**config.mk**
```make
export PLATFORM = sky130hd
export DESIGN_NAME = branch_predictor
export DESIGN_NICKNAME = d
export VERILOG_FILES = /design/src/rtl/branch_predictor.sv
export SDC_FILE = /design/constraint.sdc
export NUM_CORES = 1
export LEC_CHECK = 0
export ABC_CLOCK_PERIOD_IN_PS = 4330
export CAP_MARGIN = 20
export CORE_UTILIZATION = 58
export DETAILED_ROUTE_END_ITERATION = 6
export GPL_TIMING_DRIVEN = 0
export PLACE_DENSITY = 0.75
export SETUP_SLACK_MARGIN = 0.1
export SYNTH_ARGS = -nofsm -noshare
export SYNTH_HDL_FRONTEND = slang
export SYNTH_SLANG_ARGS = --single-unit
export TNS_END_PERCENT = 50
```
**constraint.sdc**
```tcl
create_clock -name clk -period 4.33 [get_ports clk]
set_clock_uncertainty 0.1 [all_clocks]
set_input_delay 0.433 -clock clk [delete_from_list [all_inputs] [get_ports clk]]
set_output_delay 0.433 -clock clk [all_outputs]
set_load 0.05 [all_outputs]
```
**src/rtl/branch_predictor.sv**
```systemverilog
`default_nettype none
// ============================================================================
// Module   : branch_predictor
// Purpose  : Direct-mapped BTB with 2-bit saturating direction counters,
//            combinational next-PC lookup, mispredict flush and perf pulses.
// Revision : 1.0
// ============================================================================
module branch_predictor #(
  parameter int PC_W     = 16,
  parameter int IDX_BITS = 4
) (
  input  logic            clk,
  input  logic            rst,
  input  logic [PC_W-1:0] fetch_pc,
  output logic            pred_taken,
  output logic [PC_W-1:0] pred_target,
  output logic            pred_btb_hit,
  input  logic            upd_valid,
  input  logic [PC_W-1:0] upd_pc,
  input  logic            upd_taken,
  input  logic [PC_W-1:0] upd_target,
  input  logic            upd_pred_taken,
  input  logic [PC_W-1:0] upd_pred_target,
  input  logic            upd_btb_hit,
  output logic            flush,
  output logic [PC_W-1:0] redirect_pc,
  output logic            inc_br_cnt,
  output logic            inc_hit_cnt,
  output logic            inc_mispr_cnt
);

  localparam int DEPTH = 2 ** IDX_BITS;
  localparam int TAG_W = PC_W - IDX_BITS;

  logic [DEPTH-1:0] r_valid;
  logic [1:0]       r_ctr    [DEPTH];
  logic [TAG_W-1:0] r_tag    [DEPTH];
  logic [PC_W-1:0]  r_target [DEPTH];

  logic [IDX_BITS-1:0] w_f_idx;
  logic [TAG_W-1:0]    w_f_tag;
  logic [IDX_BITS-1:0] w_u_idx;
  logic [TAG_W-1:0]    w_u_tag;
  logic                w_u_hit;
  logic                w_mispr;
  logic [PC_W-1:0]     w_fetch_seq;
  logic [PC_W-1:0]     w_upd_seq;

  assign w_f_idx     = fetch_pc[IDX_BITS-1:0];
  assign w_f_tag     = fetch_pc[PC_W-1:IDX_BITS];
  assign w_u_idx     = upd_pc[IDX_BITS-1:0];
  assign w_u_tag     = upd_pc[PC_W-1:IDX_BITS];
  assign w_fetch_seq = fetch_pc + PC_W'(1);
  assign w_upd_seq   = upd_pc + PC_W'(1);

  // Lookup reads the array directly, so a same-cycle update is not bypassed.
  assign pred_btb_hit = r_valid[w_f_idx] && (r_tag[w_f_idx] == w_f_tag);
  assign pred_taken   = pred_btb_hit && r_ctr[w_f_idx][1];
  assign pred_target  = pred_taken ? r_target[w_f_idx] : w_fetch_seq;

  assign w_u_hit = r_valid[w_u_idx] && (r_tag[w_u_idx] == w_u_tag);
  assign w_mispr = (upd_taken != upd_pred_taken) ||
                   (upd_taken && upd_pred_taken && (upd_target != upd_pred_target));

  assign flush       = upd_valid && w_mispr;
  assign redirect_pc = upd_taken ? upd_target : w_upd_seq;

  always_ff @(posedge clk or posedge rst) begin
    if (rst) begin
      r_valid <= '0;
      for (int i = 0; i < DEPTH; i++) begin
        r_ctr[i] <= 2'b01;
      end
    end else if (upd_valid) begin
      if (w_u_hit) begin
        if (upd_taken) begin
          if (r_ctr[w_u_idx] != 2'b11) r_ctr[w_u_idx] <= r_ctr[w_u_idx] + 2'b01;
        end else begin
          if (r_ctr[w_u_idx] != 2'b00) r_ctr[w_u_idx] <= r_ctr[w_u_idx] - 2'b01;
        end
      end else if (upd_taken) begin
        r_valid[w_u_idx] <= 1'b1;
        r_ctr[w_u_idx]   <= 2'b10;
      end
    end
  end

  // Tag/target need no reset: they are only observed through a set valid bit.
  // On a taken hit the tag rewrite is a no-op, so hit and allocate share a path.
  always_ff @(posedge clk) begin
    if (upd_valid && upd_taken) begin
      r_tag[w_u_idx]    <= w_u_tag;
      r_target[w_u_idx] <= upd_target;
    end
  end

  always_ff @(posedge clk or posedge rst) begin
    if (rst) begin
      inc_br_cnt    <= 1'b0;
      inc_hit_cnt   <= 1'b0;
      inc_mispr_cnt <= 1'b0;
    end else begin
      inc_br_cnt    <= upd_valid;
      inc_hit_cnt   <= upd_valid && upd_btb_hit;
      inc_mispr_cnt <= flush;
    end
  end

endmodule
`default_nettype wire

```
==> metrics.yaml, run 1 <==
worst_hold_path:
  hold_class: "in -> async"
worst_setup_path:
  cp_slowest_cell: "mux4_2"
  r2r_start: "r_tag[0][3]"
  crit_type: "reg -> out"
  crit_buf_inv: 4
  worst-path-max-fanout: 5
  crit_path_end_kind: "primary output"
  start_kind: "flip-flop"
  cpPeakStageDelay_ps: 540
  critPathTopFamily: "multiplexers"
  cp.arrival_ps: 3790
  cp_data_required_time_ps: 3800
  ff2ff_path_depth: 11
  path_cells: "mux4_2 -> mux2i_4 -> mux2i_4 -> xor2_1 -> nor4_1 -> nand4_1 -> nor4_4 -> and2_4 -> buf_6 -> buf_6 -> buf_12 -> mux2_4 -> buf_8"
  rrSetupSlack_ps: 620
  rr_endpoint: "r_ctr[23]"
placement:
  routabilityCongestion: 0.9259
  place_ws_ps: -2310
  io_buffer_count: 104
  place_hpwl_um: 42050
  dp_cells: 1904
  place_area_sq_mm: 0.02498
die:
  die_area_sq_mm: 0.04031
  start_util: 0.5903
  die_h_um: 200.8
  chipWidth_um: 200.8
  rows: 72
  core_area_sq_mm: 0.03883
  io_pins: 108
route:
  final_antenna_net_count: 0
  vias: 13819
  drt-total-wl_um: 64940
  drt-vias-per-instance: 6.892
  post_drt_wl_per_cell_um: 32.39
  drtPass1Iterations: 7
  drc: 1
  first_iter_violations: 1975
clock_tree:
  cts_max_level: 2
  clock_sinks: 499
  cts_root_buf: "clkbuf_16"
  cts_tree: "done"
  insertion_delay_ps: 600
  clockBufferDepth: 3
  clkTransAtPathRegs_ps: 60
  cts_made_buffers: 50
synth:
  synth-main-ff-cell: "edfxtp_1"
  syn-cell-area_sq_mm: 0.02292
  syn_nets: 1343
  ys_ff_latch: 499
  avgSynthCellArea_sq_um: 18.12
  synth_warnings: 0
  yosysUniqueCellTypes: 49
  synth-edff-count: 448
  async_reset_ff_frac: 0.1022
  netlist_instances: 1265
  ys_seq_area_frac: 0.6435
timing:
  tightestPinTransition_ps: 984.5
  rsz0062_at_grt: "yes"
  max_freq_ghz: 0.2312
  period_minus_slack_ps: 4325
  hold_violations: 0
  min_period_over_period: 0.9988
  drv_slew: 0
  setup-violations-final: 0
  fin_ws_ps: 5.372
  max_slew_margin: 0.3437
global_routing:
  grt_usage: 0.3306
  grt_pass1_vias: 13985
  antenna_found_initial: 2
  grt.overflow.total: 0
  grt_pass1_wl_um: 94300
  grt_max_degree: 27
finish:
  postLayoutCellArea_sq_mm: 0.02704
  areaGrowthSynthToFinish_pct: 17.99
  final_cells: 2005
  diodes: 0
  nets: 1530
  n_fill_cell: 2419
  drive_gt1_frac: 0.3302
pwr:
  power.density_mw_per_mm2: 402.6
  worst_ir_drop_vdd_mv: 0.4297
  leakagePower_nw: 9.165
outcome:
  run_status: "finished with violations"
  violations: "design-rule violations"
flow_run:
  max_cap_viol_count: 0
[worst max path at each step]
stage                            start  cells after the start         endpoint
after detailed placement   fetch_pc[1]                     10   pred_target[3]
after global routing      r_tag[11][7]                     13  pred_target[14]
final                     r_tag[11][7]                     13  pred_target[14]
after floorplan            fetch_pc[0]                     13  pred_target[13]
after global placement     fetch_pc[1]                     10   pred_target[3]
after CTS                 r_tag[11][7]                     13  pred_target[14]
[layout make-up]
class | count | area, sq um | share of cell area
tap | 518 | 648.1 | 0.02397
multi-input combinational | 660 | 7833 | 0.2896
sequential | 499 | 14750 | 0.5454
clock inverter | 20 | 201.4 | 0.007449
timing repair buffer | 135 | 1541 | 0.05700
inverter | 24 | 90.09 | 0.003331
buffer | 82 | 613.1 | 0.02267
clock buffer | 67 | 1366 | 0.05053
[cell usage in the layout (no fill, tap or decap), types with 20 or more instances in the layout]
| cell | instances |
|---|---|
| nand2_1 | 53 |
| dfrtp_1 | 35 |
| buf_12 | 20 |
| xnor2_1 | 33 |
| mux2_2 | 53 |
| clkbuf_1 | 30 |
| clkbuf_16 | 51 |
| nor2_1 | 28 |
| xor2_1 | 41 |
| clkdlybuf4s50_1 | 67 |
| buf_4 | 21 |
| edfxtp_1 | 448 |
| mux2i_1 | 70 |
| nand3_1 | 34 |
| mux4_2 | 171 |
[synthesized netlist by cell type, types with 5 or more instances]
master,count,area (sq um)
dfstp_2,16,420.4
o2bb2ai_1,17,148.9
mux2_2,60,675.7
a22oi_1,11,82.58
buf_4,9,67.56
inv_1,23,86.33
nand2_1,53,198.9
nor2_1,28,105.1
dfrtp_1,35,875.8
xor2_1,41,359.1
o21ai_0,24,120.1
nor4_1,5,31.28
nor2b_1,10,62.56
xnor2_1,34,297.8
mux4_2,171,3851
ha_1,8,100.1
a21oi_1,8,40.04
a31o_2,13,113.9
buf_6,6,67.56
edfxtp_1,448,13450
clkbuf_1,32,120.1
buf_1,12,45.04
nand3_1,34,170.2
a221oi_1,9,78.83
and3_1,5,31.28
buf_2,22,110.1
o22ai_1,7,43.79
mux2i_1,79,790.8
nand4_1,10,62.56
[through the flow]
step	util	hold WS [ps]	total power, W	setup TNS (ps)
4_1_cts	0.6930	134.3	0.01089	0
2_1_floorplan	-	339.0	0.006248	0
3_5_place_dp	0.6434	364.1	0.006714	-85020
3_3_place_gp	0.6346	357.7	0.006682	-299540
6_report	0.6965	125.9	0.01089	0
5_1_grt	0.6965	196.7	0.01116	-357.5
[sequential cells by signal (all words and copies together) (netlist names)]
signal	cells
inc_br_cnt	1
inc_hit_cnt	1
inc_mispr_cnt	1
r_ctr	32
r_tag	192
r_target	256
r_valid	16
[power breakdown]
part	leakage, nW	switching, W	internal [W]	total (W)
combinational	3.80	0.000697	0.000548	0.00125
sequential	4.60	0.0000674	0.00537	0.00544
clock	0.759	0.00181	0.00239	0.00420
total	9.16	0.00257	0.00831	0.0109
[cells by family after synthesis]
kind of cell             synth area share
XOR/XNOR                          0.02866
flip-flops                         0.6435
buffers and inverters             0.02205
AND/OR/NAND/NOR                   0.03663
adder cells (fa/ha/maj)          0.004367
multiplexers                       0.2330
AO/OA/AOI/OAI                     0.03177
[layer usage]
layer / global-route usage / vias to the layer above / routed length [um] / share of wire
met5: 0 / - / 8 / 0.00012
met2: 0.5102 / 1011 / 30700 / 0.47
met3: 0.06088 / 184 / 7314 / 0.11
met1: 0.4674 / 7108 / 24240 / 0.37
li1: - / 5514 / - / -
met4: 0.1469 / 2 / 2680 / 0.041
[repair_timing]
action / 4_1_cts / 5_1_grt
endpoints found under the hold margin: 0 / 0
hold buffers: 0 / 0
endpoints found under the setup margin: 66 / 46
buffers inserted: 9 / 4
cloned: 1 / 0
resized for setup: 228 / 45
pin swaps: 5 / 4
Power figures use the tool's default switching activity.
==> run 2, diff against run 1 <==
- CTS_CLUSTER_DIAMETER: unset -> 100
==> results of run 2 <==
No change in the layout: final DEF, timing and power equal those of run 1.
==> edit: new RTL, settings of run 2 <==
`IDX_BITS`: 4 -> 5.
--- a/src/rtl/branch_predictor.sv
+++ b/src/rtl/branch_predictor.sv
@@ -9,3 +9,3 @@
   parameter int PC_W     = 16,
-  parameter int IDX_BITS = 4
+  parameter int IDX_BITS = 5
 ) (
Formal check against the unedited RTL: not equivalent (a bounded check fails within 4 cycles, from zero or initial values and one cycle with rst high).
==> edit against run 2 <==
  * The run ends with negative setup slack left
  * Area after synthesis grew 85%
  * Largest cell class unchanged
  * Setup slack worse by 200 ps
  * Combinational power up 71%
  * Routed wire length is 110% higher
  * Cell area increased by 89%
  * Synthesized cell count rose by 78%
  * Fmax is 4.4% lower
  * Sequential cell count up 464
  * Power grew 92%
==> edit: results (changes against run 2) <==
Post-route insts no fill: 3599 (was 2005)
Total GRT Usage: 37.2% (was 33.1%)
Failing checks: negative setup slack (was design-rule violations)
Cells after DPL: 3366 (was 1904)
Regs by FF count: r_target x512, r_tag x352, r_ctr x64 (was r_target x256, r_tag x192, r_ctr x32)
Worst Setup Slack, final: -194 ps (was 5.37 ps)
Worst stage delay on the critical path: 470 ps (was 540 ps)
Buffering overhead: 8.39% (was 7.97%)
Final setup vio count: 56 (was 0)
Initial drt markers: 4984 (was 1975)
Relative slew slack: 25.7% (was 34.4%)
Lkg Pwr: 0.0173 uW (was 0.00916 uW)
Slowest cell on crit path: clkdlybuf4s15_1 (was mux4_2)
# resized after CTS: 444 (was 228)
Met3 wire length: 19.9 mm (was 7.31 mm)
Met2 usage: 55.4% (was 51.0%)
Grt met1 use: 51.0% (was 46.7%)
Clock-cell share: 6.12% (was 5.80%)
Max Used Layer: met4 (was met5)
Status: finished, violations left (unchanged)
Ant. Diodes: 4 (was 0)
DRT Pass-1 Iters: 6 (was 7)
Number of synthesized flops with an enable pin: 864 (was 448)
Multi-input gate count: 1125 (was 660)
Mapped Cells: 2249 (was 1265)
Clock Latency Late Sink: 680 ps (was 600 ps)
Grt met3 use: 10.4% (was 6.09%)
Postcts setup bufs: 30 (was 9)
DRT Wirelength: 138 mm (was 64.9 mm)
Data arrival, critical path: 3990 ps (was 3790 ps)
edit: changes by cell type in the layout (fill, tap and decap cells not counted), moves of 34 or more:
cell,change
mux2i_1,+123
o22ai_1,+69
edfxtp_1,+416
clkbuf_16,+45
nor2_4,+34
buf_4,+45
mux4_2,+120
edit: final timing paths:
| check | end | start | slack, ps | cells past startpoint |
|---|---|---|---|---|
| setup / recovery | pred_target[0] | fetch_pc[3] | -190 | 13 |
| hold / removal | r_ctr[29] | rst | 100 | 2 |
| setup reg to reg | r_ctr[53] | r_tag[30][10] | 520 | 10 |
| hold reg to reg | r_valid[30] | r_valid[30] | 390 | 1 |
| max in group asynchronous | r_ctr[4] | rst | 3330 | 3 |
| min in group clk | r_target[14][4] | upd_target[4] | 180 | 1 |
edit: power breakdown:
part | leakage [uW] | switching [uW] | internal (uW)
Sequential | 0.00894 | 118 | 10300
Clock | 0.00151 | 3680 | 4690
Combinational | 0.00687 | 1210 | 923
Total | 0.0173 | 5010 | 15900
